[src/rtl/column_drop_unit.sv]
// Connect4 column drop unit: owns per-column fill counters and turns one-hot
// column requests into landing cell indices. Optional undo via COLDROP_UNDO_EN.
module column_drop_unit #(
  parameter  int unsigned COLS = 4,
  parameter  int unsigned ROWS = 4,
  localparam int unsigned CW   = $clog2(ROWS + 1),
  localparam int unsigned PW   = $clog2(COLS * ROWS + 1)
) (
  input  logic               clk,
  input  logic               rst_n,
  input  logic               clear,
  input  logic               req_valid,
  input  logic [COLS-1:0]    req_col_n,
  output logic               req_ready,
  input  logic               undo,
  output logic               resp_valid,
  output logic [PW-1:0]      resp_pos,
  output logic [1:0]         resp_status,
  output logic [COLS*CW-1:0] heights,
  output logic               board_full
);

  localparam int unsigned IW = (COLS > 1) ? $clog2(COLS) : 1;

  localparam logic [1:0] ST_PLACED = 2'b00;
  localparam logic [1:0] ST_FULL   = 2'b01;
  localparam logic [1:0] ST_BADSEL = 2'b10;
  localparam logic [1:0] ST_UNDONE = 2'b11;

  typedef enum logic [1:0] {IDLE, EVAL, HOLD} state_e;
  typedef enum logic [1:0] {ACT_NONE, ACT_INC, ACT_DEC} act_e;

  state_e          state_q, state_d;
  act_e            act_q, act_d;
  logic [IW-1:0]   act_col_q, act_col_d;
  logic [CW-1:0]   heights_q [COLS];
  logic [CW-1:0]   heights_d [COLS];
  logic            resp_valid_q, resp_valid_d;
  logic [PW-1:0]   resp_pos_q, resp_pos_d;
  logic [1:0]      resp_status_q, resp_status_d;

`ifdef COLDROP_UNDO_EN
  logic            hist_valid_q, hist_valid_d;
  logic [IW-1:0]   hist_col_q, hist_col_d;
  logic [CW-1:0]   hist_h_c;
  logic [PW-1:0]   undo_pos_c;
`else
  logic            unused_undo_c;
  assign unused_undo_c = undo;
`endif

  // Request decode: exactly one low bit selects a column
  logic [COLS-1:0] sel_c;
  logic            onehot_c;
  logic [IW-1:0]   idx_c;
  logic [CW-1:0]   hsel_c;
  logic            col_full_c;
  logic [PW-1:0]   place_pos_c;

  assign sel_c    = ~req_col_n;
  assign onehot_c = (sel_c != '0) && ((sel_c & (sel_c - COLS'(1))) == '0);

  always_comb begin
    idx_c = '0;
    for (int i = 0; i < COLS; i++) begin
      if (sel_c[i]) idx_c = IW'(i);
    end
  end

  assign hsel_c      = heights_q[idx_c];
  assign col_full_c  = (hsel_c == CW'(ROWS));
  assign place_pos_c = PW'(hsel_c) * PW'(COLS) + PW'(idx_c);

`ifdef COLDROP_UNDO_EN
  // Removed cell sits one below the current top of the recorded column
  assign hist_h_c   = heights_q[hist_col_q] - CW'(1);
  assign undo_pos_c = PW'(hist_h_c) * PW'(COLS) + PW'(hist_col_q);
`endif

  // Next-state, response and counter update
  always_comb begin
    state_d       = state_q;
    act_d         = act_q;
    act_col_d     = act_col_q;
    heights_d     = heights_q;
    resp_valid_d  = 1'b0;
    resp_pos_d    = resp_pos_q;
    resp_status_d = resp_status_q;
`ifdef COLDROP_UNDO_EN
    hist_valid_d  = hist_valid_q;
    hist_col_d    = hist_col_q;
`endif

    if (clear) begin
      for (int i = 0; i < COLS; i++) heights_d[i] = '0;
      act_d   = ACT_NONE;
      state_d = IDLE;
`ifdef COLDROP_UNDO_EN
      hist_valid_d = 1'b0;
`endif
    end else begin
      unique case (state_q)
        IDLE: begin
          if (req_valid) begin
            resp_valid_d = 1'b1;
            state_d      = EVAL;
            act_col_d    = idx_c;
            if (!onehot_c) begin
              resp_status_d = ST_BADSEL;
              resp_pos_d    = '1;
              act_d         = ACT_NONE;
            end else if (col_full_c) begin
              resp_status_d = ST_FULL;
              resp_pos_d    = '1;
              act_d         = ACT_NONE;
            end else begin
              resp_status_d = ST_PLACED;
              resp_pos_d    = place_pos_c;
              act_d         = ACT_INC;
            end
`ifdef COLDROP_UNDO_EN
          end else if (undo && hist_valid_q) begin
            resp_valid_d  = 1'b1;
            resp_status_d = ST_UNDONE;
            resp_pos_d    = undo_pos_c;
            act_d         = ACT_DEC;
            act_col_d     = hist_col_q;
            hist_valid_d  = 1'b0;
            state_d       = EVAL;
`endif
          end
        end
        EVAL: begin
          if (act_q == ACT_INC) begin
            heights_d[act_col_q] = heights_q[act_col_q] + CW'(1);
`ifdef COLDROP_UNDO_EN
            hist_valid_d = 1'b1;
            hist_col_d   = act_col_q;
`endif
          end else if (act_q == ACT_DEC) begin
            heights_d[act_col_q] = heights_q[act_col_q] - CW'(1);
          end
          act_d   = ACT_NONE;
          state_d = HOLD;
        end
        HOLD: begin
          if (!req_valid) state_d = IDLE;
        end
        default: state_d = IDLE;
      endcase
    end
  end

  always_ff @(posedge clk or negedge rst_n) begin
    if (!rst_n) begin
      state_q       <= IDLE;
      act_q         <= ACT_NONE;
      act_col_q     <= '0;
      for (int i = 0; i < COLS; i++) heights_q[i] <= '0;
      resp_valid_q  <= 1'b0;
      resp_pos_q    <= '1;
      resp_status_q <= ST_PLACED;
`ifdef COLDROP_UNDO_EN
      hist_valid_q  <= 1'b0;
      hist_col_q    <= '0;
`endif
    end else begin
      state_q       <= state_d;
      act_q         <= act_d;
      act_col_q     <= act_col_d;
      heights_q     <= heights_d;
      resp_valid_q  <= resp_valid_d;
      resp_pos_q    <= resp_pos_d;
      resp_status_q <= resp_status_d;
`ifdef COLDROP_UNDO_EN
      hist_valid_q  <= hist_valid_d;
      hist_col_q    <= hist_col_d;
`endif
    end
  end

  assign req_ready   = (state_q == IDLE);
  assign resp_valid  = resp_valid_q;
  assign resp_pos    = resp_pos_q;
  assign resp_status = resp_status_q;

  always_comb begin
    heights    = '0;
    board_full = 1'b1;
    for (int i = 0; i < COLS; i++) begin
      heights[i*CW +: CW] = heights_q[i];
      if (heights_q[i] != CW'(ROWS)) board_full = 1'b0;
    end
  end

endmodule
[config.mk]
export PLATFORM = sky130hd
export DESIGN_NAME = column_drop_unit
export DESIGN_NICKNAME = d
export VERILOG_FILES = /design/src/rtl/column_drop_unit.sv
export SDC_FILE = /design/constraint.sdc
export NUM_CORES = 1
export LEC_CHECK = 0
export ABC_AREA = 1
export CAP_MARGIN = 10
export CORE_ASPECT_RATIO = 1.5
export CORE_UTILIZATION = 29
export DETAILED_ROUTE_END_ITERATION = 10
export PLACE_DENSITY = 0.59
export SYNTH_ARGS = -nofsm -noshare
export SYNTH_HDL_FRONTEND = slang
export SYNTH_SLANG_ARGS = --single-unit
export TNS_END_PERCENT = 10
[constraint.sdc]
create_clock -name clk -period 4.5 [get_ports clk]
set_input_delay 0.675 -clock clk [delete_from_list [all_inputs] [get_ports clk]]
set_output_delay 0.675 -clock clk [all_outputs]
set_load 0.05 [all_outputs]
==> results of run 1 <==
==> critical path, cell delays in order, from the launching register on <==
cell and delay, ns:
dfrtp_1 0.42, inv_1 0.14, nand4_1 0.11, nor3_1 0.16, clkdlybuf4s50_1 0.83
==> where the power goes <==
group / internal [W] / total [W] / switching (W)
Combinational: 0.0000490 / 0.000148 / 0.0000995
Clock: 0.0000634 / 0.000138 / 0.0000748
Sequential: 0.000245 / 0.000255 / 0.0000105
Total: 0.000357 / 0.000542 / 0.000185
==> sequential cells by signal, indices dropped and copies added (netlist names) <==
name	cells
state_q	2
resp_pos	5
act_col_q	2
resp_valid	1
heights	12
resp_status	2
act_q	1
==> through the flow <==
stage | utilization [%] | hold slack (ns) | total power (W) | setup WS (ns) | cells
3_5_place_dp | 38.93 | 0.4838 | 0.0004081 | 2.040 | 268
5_1_grt | 39.92 | 0.5471 | 0.0005749 | 1.788 | 272
2_1_floorplan | - | 0.3794 | 0.0003598 | 1.917 | 175
6_report | 39.92 | 0.5104 | 0.0005420 | 1.896 | 272
4_1_cts | 39.92 | 0.5152 | 0.0005471 | 1.884 | 272
3_3_place_gp | 38.93 | 0.4870 | 0.0004080 | 2.067 | 268
==> per-layer routing <==
layer	wire length, um	part of all wire (%)	up-vias	GRT usage (%)
li1	-	-	642	-
met3	105	3.1	9	1.486
met1	1491	44	599	18.52
met4	93	2.7	0	7.359
met2	1723	50	27	24.48
met5	0	0	-	0
==> cell families after synthesis <==
kind of cell	after synthesis
AOI/OAI and AO/OA	31
xor gates and xnor gates	1
adders and majority gates	2
buffers and inverters	33
DFF	25
muxes	1
and+or+nand+nor	82
==> worst paths after layout <==
check | startpoint | end | slack (ns) | cells after the start
max in group asynchronous | rst_n | resp_pos[0] | 3.16 | 2
min in group asynchronous | rst_n | heights[7] | 0.70 | 1
hold reg to reg | resp_pos[4] | resp_pos[4] | 0.51 | 2
hold / removal | resp_pos[4] | resp_pos[4] | 0.51 | 2
setup / recovery | heights[4] | board_full | 1.90 | 4
setup reg to reg | act_col_q[1] | heights[7] | 2.32 | 7
==> cells in the final DEF, fill, tap and decap left out, types with 3 or more instances in the layout <==
master	instances
clkbuf_8	3
o22ai_1	8
nand3_1	8
clkdlybuf4s50_1	29
nand4_1	4
inv_1	30
o21ai_0	12
dfrtp_1	20
nand3b_1	5
dfstp_2	5
nand2_1	36
nor2_1	17
a22oi_1	3
or2_2	3
==> final cells by class <==
type                       count  area, um^2  share of cell area (%)
clock buffer                   4       45.04                   2.464
inverter                      32       121.4                   6.639
multi-input combinational    117       651.9                   35.66
sequential                    25       631.9                   34.57
tap                           64       80.08                   4.381
timing repair buffer          30       297.8                   16.29
==> implementation parameters, run 1 <==
Parameter                              Value

Outcome
  Result of the run    complete, no violations

Clock tree
  Deepest level of the CTS H-tree    1
  # Post-CTS Setup Buffers    0
  Clock Sinks    25
  Number of buffers on the longest clock path    2
  Clock tree from TritonCTS    built
  CTS-repair resized insts    0
  Number of CTS-inserted buffers    3
  Skew-Pair Late Insertion Delay    0.27 ns
  CTS hold repair buffers    0
  Root Buffer    clkbuf_8
  Clock-pin slew reported for the worst setup and hold paths after clock tree synthesis    0.09 ns

Critical path
  Maximum fanout encountered on the critical timing path    3
  Crit path arrival time    1.93 ns
  Data required time at the worst endpoint    3.83 ns
  Element type at the critical path start    flop
  Critical path capture point type    output pin
  Worst setup path category    reg2out

Cells and area
  Fillers    502
  Proportion of layout cells with a drive suffix above 1    11.06%
  Post-route cell area    0.001828 mm^2
  NumNets Final    220
  Antenna diodes    0
  Synthesis-to-layout area growth    29.75%

STA
  Final Setup Violations    0
  Fin crit period    2.604 ns
  Upper clock frequency limit    384.1 MHz
  Final clock period utilization by the worst path    57.86%
  Final Skew    0.001540 ns
  Max-Slew Margin vs Limit    62.29%
  Final number of max-transition violations    0
  Setup repair after global routing missed its margin    no
  Transition time at the pin with the least slew margin    0.5656 ns
  Final Hold Fails    0
  Final total negative setup slack    0 ns

Synthesis
  Net count after synthesis    186
  Netlist area before placement    0.001409 mm^2
  Count of state elements after synthesis    25
  Post-synthesis simple-gate area fraction    28.86%
  Top post-synthesis cells by area    dfrtp_1, nand2_1, dfstp_2
  Share of synthesized area spent on multiplexers    0.7105%
  List of most frequent post-synthesis cells    nand2_1, inv_1, dfrtp_1
  Combinational family with the most area after synthesis    simple AND/OR/NAND/NOR gates
  Async set-or-reset flop fraction in the synthesized netlist    100.0%
  Synth Flop Type    dfrtp_1
  Sequential element share of the synthesized area    44.85%
  Synthesized-area fraction occupied by ao, oa, aoi and oai cells    14.30%
  Proportion of netlist area held by the largest area contributor    35.52%
  Cell taking the most area after synthesis    dfrtp_1
  Adder and majority cell fraction of the synthesized area    1.776%
  XOR/XNOR Fraction of Synth Area    0.6217%
  Number of warnings printed during yosys synthesis    0
  Synth Instances    175
  Count of cell types in the netlist    30
  Count leader, synth    nand2_1
  Mean cell area of the mapped netlist    8.051 um^2
  Count of flip-flops with a built-in enable after synthesis    0

GRT
  GRT Util Overall    14.69%
  GRT Residual Overflow    0
  Antenna violations before repair    0
  Wire length of the first global-routing pass    5768 um
  Largest net degree at the start of global routing    18
  Vias in the first global route    1,228

Flow run
  Number of max-cap violations    0

Drt
  Initial DRC Count    49
  Post-route DRC violation count    0
  Vias per cell    4.695
  Total Routed Length    3413 um
  Number of iterations in the first detailed-routing pass    5
  Count of vias placed by the detailed router    1,277
  Post-route ant nets    0
  Post-DR wirelength/cell    12.55 um

Die
  Effective utilization at floorplan    30.77%
  Floorplan core area    0.004579 mm^2
  Horizontal die dimension    58.91 um
  Floorplan die height    87.37 um
  Number of I/O pins    31
  Die Outline Area    0.005147 mm^2
  Row count    30

Placed design
  Placed wire-length estimate after detailed placement    2657 um
  Input/output buffers    29
  Weighted congestion at the end of routability-driven global placement    0.8443
  DP Area    0.001783 mm^2

Pwr
  Power density normalized to cell area    296.5 mW/mm^2
  Leakage dissipation    0.8240 nW
  Worst-case vdd ir drop    0.1797 mV

Worst hold path
  Class of the tightest hold or removal check    reg2reg
Power figures use the tool's default switching activity.
==> run 2, diff against run 1 <==
==> constraint.sdc (replaced) <==
create_clock -name clk -period 2.4 [get_ports clk]
set_input_delay 0.36 -clock clk [delete_from_list [all_inputs] [get_ports clk]]
set_output_delay 0.36 -clock clk [all_outputs]
set_load 0.05 [all_outputs]
==> run 2 against run 1 <==
Against the previous run: clock power up 88%; cell count up 1.1%; sequential share of layout area down 0.44 points; setup slack worse by 1.8 ns; critical path depth unchanged; via count up 2.1%; core utilization up 0.52 points; routed wire length up 3.6%; clock skew up 0.00086 ns; non-clock buffer count up 3; flip-flop and latch count unchanged; critical endpoint unchanged; highest routed layer unchanged.
==> implementation parameters, run 2 (synthesis gave the netlist of run 1 again) <==
Parameter                              Value

Outcome
  Result of the run    complete, no violations

Drt
  Post-route ant nets    0
  Total Routed Length    3535 um
  Initial DRC Count    37
  Number of iterations in the first detailed-routing pass    4
  Post-DR wirelength/cell    12.85 um
  Post-route DRC violation count    0
  Vias per cell    4.742
  Count of vias placed by the detailed router    1,304

Die
  Die Outline Area    0.005147 mm^2
  Effective utilization at floorplan    30.77%
  Floorplan core area    0.004579 mm^2
  Horizontal die dimension    58.91 um
  Floorplan die height    87.37 um
  Row count    30
  Number of I/O pins    31

GRT
  Antenna violations before repair    0
  GRT Residual Overflow    0
  Largest net degree at the start of global routing    26
  Wire length of the first global-routing pass    5816 um
  GRT Util Overall    14.84%
  Vias in the first global route    1,287

STA
  Max-Slew Margin vs Limit    60.08%
  Final Skew    0.002400 ns
  Fin crit period    2.285 ns
  Final Hold Fails    0
  Upper clock frequency limit    437.7 MHz
  Final number of max-transition violations    0
  Transition time at the pin with the least slew margin    0.5988 ns
  Final Setup Violations    0
  Final total negative setup slack    0 ns
  Setup repair after global routing missed its margin    no
  Final clock period utilization by the worst path    95.20%

Critical path
  Reg2reg path depth    7
  Capturing point of the worst reg2reg path    heights[7]
  Critical path endpoint    board_full
  Element type at the critical path start    flop
  Maximum fanout encountered on the critical timing path    3
  Data required time at the worst endpoint    2.04 ns
  Worst setup path category    reg2out
  Critical path capture point type    output pin
  Crit path arrival time    1.92 ns
  Reg2reg start    act_col_q[0]
  Reg2Reg Setup Slack    0.26 ns
  Critical Path Source    heights[3]

Clock tree
  Clock tree from TritonCTS    built
  Root Buffer    clkbuf_8
  Deepest level of the CTS H-tree    1
  Clock Sinks    25
  Number of buffers on the longest clock path    2
  CTS hold repair buffers    0
  Skew-Pair Late Insertion Delay    0.27 ns
  # Post-CTS Setup Buffers    0
  CTS-repair resized insts    0
  Clock-pin slew reported for the worst setup and hold paths after clock tree synthesis    0.09 ns
  Number of CTS-inserted buffers    3

Pwr
  Power density normalized to cell area    555.1 mW/mm^2
  Worst-case vdd ir drop    0.3606 mV
  Leakage dissipation    0.8421 nW

Cells and area
  Most common cell after layout, fill and taps aside    nand2_1
  Proportion of layout cells with a drive suffix above 1    12.80%
  Synthesis-to-layout area growth    31.44%
  NumNets Final    223
  Register Area    631.9 um^2
  Total area of multi-input combinational cells    651.9 um^2
  Post-route cell area    0.001852 mm^2
  Fillers    499
  Max reg flops    12
  Commonest cells after routing, fill and taps aside    nand2_1, inv_1, clkdlybuf4s50_1
  Antenna diodes    0

Placed design
  Input/output buffers    29
  Placed wire-length estimate after detailed placement    2716 um
  DP Area    0.001805 mm^2
  Weighted congestion at the end of routability-driven global placement    0.8906

Worst hold path
  Class of the tightest hold or removal check    in2async

Flow run
  Number of max-cap violations    0
## run 2: changes by cell type in the layout (fill, tap and decap cells not counted), sizes merged
| cell | before | now |
|---|---|---|
| clkinv | 1 | 2 |
| buf | 1 | 4 |
| clkbuf | 4 | 3 |
## run 2: worst max-delay path, stage by stage, from the launching register on
cell and delay, ns:
dfrtp_1 0.42, inv_1 0.13, nand4_1 0.10, nor3_1 0.18, clkdlybuf4s50_1 0.83
## run 2: layout make-up
type	instances	area share (%)
multi-input cells	117	35.20
clock inverters	1	0.2703
flip-flops and latches	25	34.12
inverters	32	6.554
clock buffers	3	2.230
repair buffers	33	17.30
well taps	64	4.324
## run 2: power by group
part / total, W / leakage (nW) / switching [W] / internal, W
Clock: 0.000259 / 0.0255 / 0.000142 / 0.000116
Combinational: 0.000291 / 0.495 / 0.000190 / 0.000101
Sequential: 0.000478 / 0.322 / 0.0000194 / 0.000459
Total: 0.00103 / 0.842 / 0.000351 / 0.000676
## run 2: worst min path at each step
stage	slack (ns)	endpoint	cells past startpoint
after detailed placement	0.49	resp_status[0]	2
final	0.45	heights[7]	2
after global routing	0.49	heights[8]	2
after global placement	0.49	resp_status[0]	2
after floorplan	0.06	act_col_q[0]	0
after CTS	0.47	heights[7]	2
## run 2: metrics by stage
stage	utilization [%]	setup WS (ns)	std cells	hold slack (ns)	power (W)
5_1_grt	40.44	0.02351	275	0.4870	0.001089
2_1_floorplan	-	0.1325	175	0.06441	0.0006747
3_5_place_dp	39.43	0.2891	271	0.4930	0.0007775
6_report	40.44	0.1151	275	0.4479	0.001028
4_1_cts	40.44	0.1048	275	0.4665	0.001036
3_3_place_gp	39.43	0.3072	271	0.4871	0.0007761
## run 2: per-layer routing
layer | vias up | share of wire [%] | wire [um] | global-route usage (%)
li1 | 645 | - | - | -
met1 | 625 | 43 | 1508 | 17.84
met2 | 26 | 52 | 1854 | 25.41
met3 | 8 | 2.2 | 79 | 1.783
met4 | 0 | 2.6 | 91 | 7.576
met5 | - | 0 | 0 | 0
==> run 3, diff against run 2 <==
--- a/config.mk
+++ b/config.mk
@@ -10,7 +10,7 @@
 export CORE_ASPECT_RATIO = 1.5
 export CORE_UTILIZATION = 29
 export DETAILED_ROUTE_END_ITERATION = 10
-export PLACE_DENSITY = 0.59
+export PLACE_DENSITY_LB_ADDON = 0.12
 export SYNTH_ARGS = -nofsm -noshare
 export SYNTH_HDL_FRONTEND = slang
 export SYNTH_SLANG_ARGS = --single-unit
==> run 3 against run 2 <==
Against the previous run: critical path depth stayed put; non-clock buffer count is 1 lower; sequential share of layout area is 0.093 points higher; clock power is 3% higher; combinational power is 2% lower; via count is 1.2% higher; global-route usage is 1.3 points higher; critical endpoint unchanged; largest power group unchanged; highest routed layer unchanged.
==> implementation parameters, run 3 (synthesis gave the netlist of run 1 again) <==
Parameter                              Value

STA
  Final number of max-transition violations    0
  Upper clock frequency limit    431.9 MHz
  Worst hold margin    0.4440 ns
  Max-Slew Margin vs Limit    66.29%
  Transition time at the pin with the least slew margin    0.5041 ns
  Final Skew    0.008451 ns
  Final Hold Fails    0
  Final Setup Violations    0
  Fin crit period    2.315 ns
  Minimum setup slack in the final design    0.08489 ns
  Final total negative setup slack    0 ns
  Final clock period utilization by the worst path    96.46%
  Setup repair after global routing missed its margin    no

Placed design
  Weighted congestion at the end of routability-driven global placement    0.9534
  DP Worst Slack    0.3047 ns
  Placed wire-length estimate after detailed placement    2880 um
  Input/output buffers    29

Cells and area
  Synthesis-to-layout area growth    31.08%
  Max reg flops    12
  NumNets Final    222
  Most common cell after layout, fill and taps aside    nand2_1
  Antenna diodes    0
  Proportion of layout cells with a drive suffix above 1    12.38%
  Commonest cells after routing, fill and taps aside    nand2_1, inv_1, clkdlybuf4s50_1

Die
  Row count    30
  Die Outline Area    0.005147 mm^2
  Effective utilization at floorplan    30.77%
  Number of I/O pins    31
  Floorplan core area    0.004579 mm^2
  Floorplan die height    87.37 um
  Horizontal die dimension    58.91 um

Flow run
  Number of max-cap violations    0

Clock tree
  CTS hold repair buffers    0
  Clock Sinks    25
  Clock-pin slew reported for the worst setup and hold paths after clock tree synthesis    0.10 ns
  Number of CTS-inserted buffers    3
  Skew-Pair Late Insertion Delay    0.28 ns
  Clock tree from TritonCTS    built
  Root Buffer    clkbuf_8
  Deepest level of the CTS H-tree    1
  CTS-repair resized insts    0
  Number of buffers on the longest clock path    2
  # Post-CTS Setup Buffers    0

Drt
  Initial DRC Count    51
  Vias per cell    4.814
  Post-DR wirelength/cell    13.67 um
  Number of iterations in the first detailed-routing pass    4
  Total Routed Length    3745 um
  Count of vias placed by the detailed router    1,319
  Post-route ant nets    0
  Post-route DRC violation count    0

GRT
  Largest net degree at the start of global routing    26
  Wire length of the first global-routing pass    6279 um
  GRT Util Overall    16.15%
  Antenna violations before repair    0
  Global routing usage on met2    28.00%
  Busiest grt layer    met2
  GRT Residual Overflow    0
  Met3 capacity usage during global routing    2.080%
  Routing usage on met1    18.79%
  Vias in the first global route    1,348

Pwr
  Power density normalized to cell area    557.6 mW/mm^2
  Worst-case vdd ir drop    0.3084 mV
  Leakage dissipation    0.8336 nW

Critical path
  Maximum fanout encountered on the critical timing path    3
  Worst setup path category    reg2out
  Crit path arrival time    1.96 ns
  Critical path capture point type    output pin
  Element type at the critical path start    flop
  Data required time at the worst endpoint    2.04 ns

Worst hold path
  Class of the tightest hold or removal check    in2async

Outcome
  Result of the run    complete, no violations
run 3: cell types whose count changed in the layout (fill, tap and decap cells not counted):
cell / delta
clkinv_2: -1
buf_4: -1
clkinvlp_4: +1
run 3: path summary, 6_finish.rpt:
| check | from | end | slack [ns] | depth (start not counted) |
|---|---|---|---|---|
| max | heights[3] | board_full | 0.08 | 4 |
| min | rst_n | heights[6] | 0.44 | 2 |
| max reg2reg | act_col_q[1] | heights[7] | 0.31 | 7 |
| min reg2reg | resp_pos[4] | resp_pos[4] | 0.51 | 2 |
| max in group asynchronous | rst_n | resp_pos[4] | 1.65 | 2 |
| min in group clk | resp_pos[4] | resp_pos[4] | 0.51 | 2 |
run 3: critical path, cell delays in order, from the launching register on:
cell,delay (ns)
dfrtp_1,0.41
inv_1,0.13
nand4_1,0.10
nor3_1,0.21
clkdlybuf4s50_1,0.83
run 3: through the flow:
| step | power, W | cell area (um^2) | instances | utilization [%] |
|---|---|---|---|---|
| after CTS | 0.001042 | 1847 | 274 | 40.33 |
| final | 0.001030 | 1847 | 274 | 40.33 |
| after global routing | 0.001088 | 1847 | 274 | 40.33 |
| after global placement | 0.0007689 | 1798 | 270 | 39.26 |
| after detailed placement | 0.0007724 | 1798 | 270 | 39.26 |
| after floorplan | 0.0006747 | 1409 | 175 | - |
run 3: routing by layer:
layer | share of wire, % | vias up
met5 | 0 | -
li1 | - | 642
met1 | 40 | 617
met4 | 4.1 | 0
met3 | 3.4 | 17
met2 | 53 | 43
run 3: final cells by class:
| class | instances | area [um^2] |
|---|---|---|
| Sequential cell | 25 | 631.9 |
| Clock buffer | 3 | 41.29 |
| Inverter | 32 | 121.4 |
| Fill cell | 499 | 2733 |
| Tap cell | 64 | 80.08 |
| Clock inverter | 1 | 7.507 |
| Multi-Input combinational cell | 117 | 651.9 |
| Timing Repair Buffer | 32 | 312.8 |
run 3: report_power, final:
group | switching, W | internal, W
Combinational | 0.000192 | 0.0000933
Clock | 0.000148 | 0.000118
Sequential | 0.0000198 | 0.000459
Total | 0.000360 | 0.000670
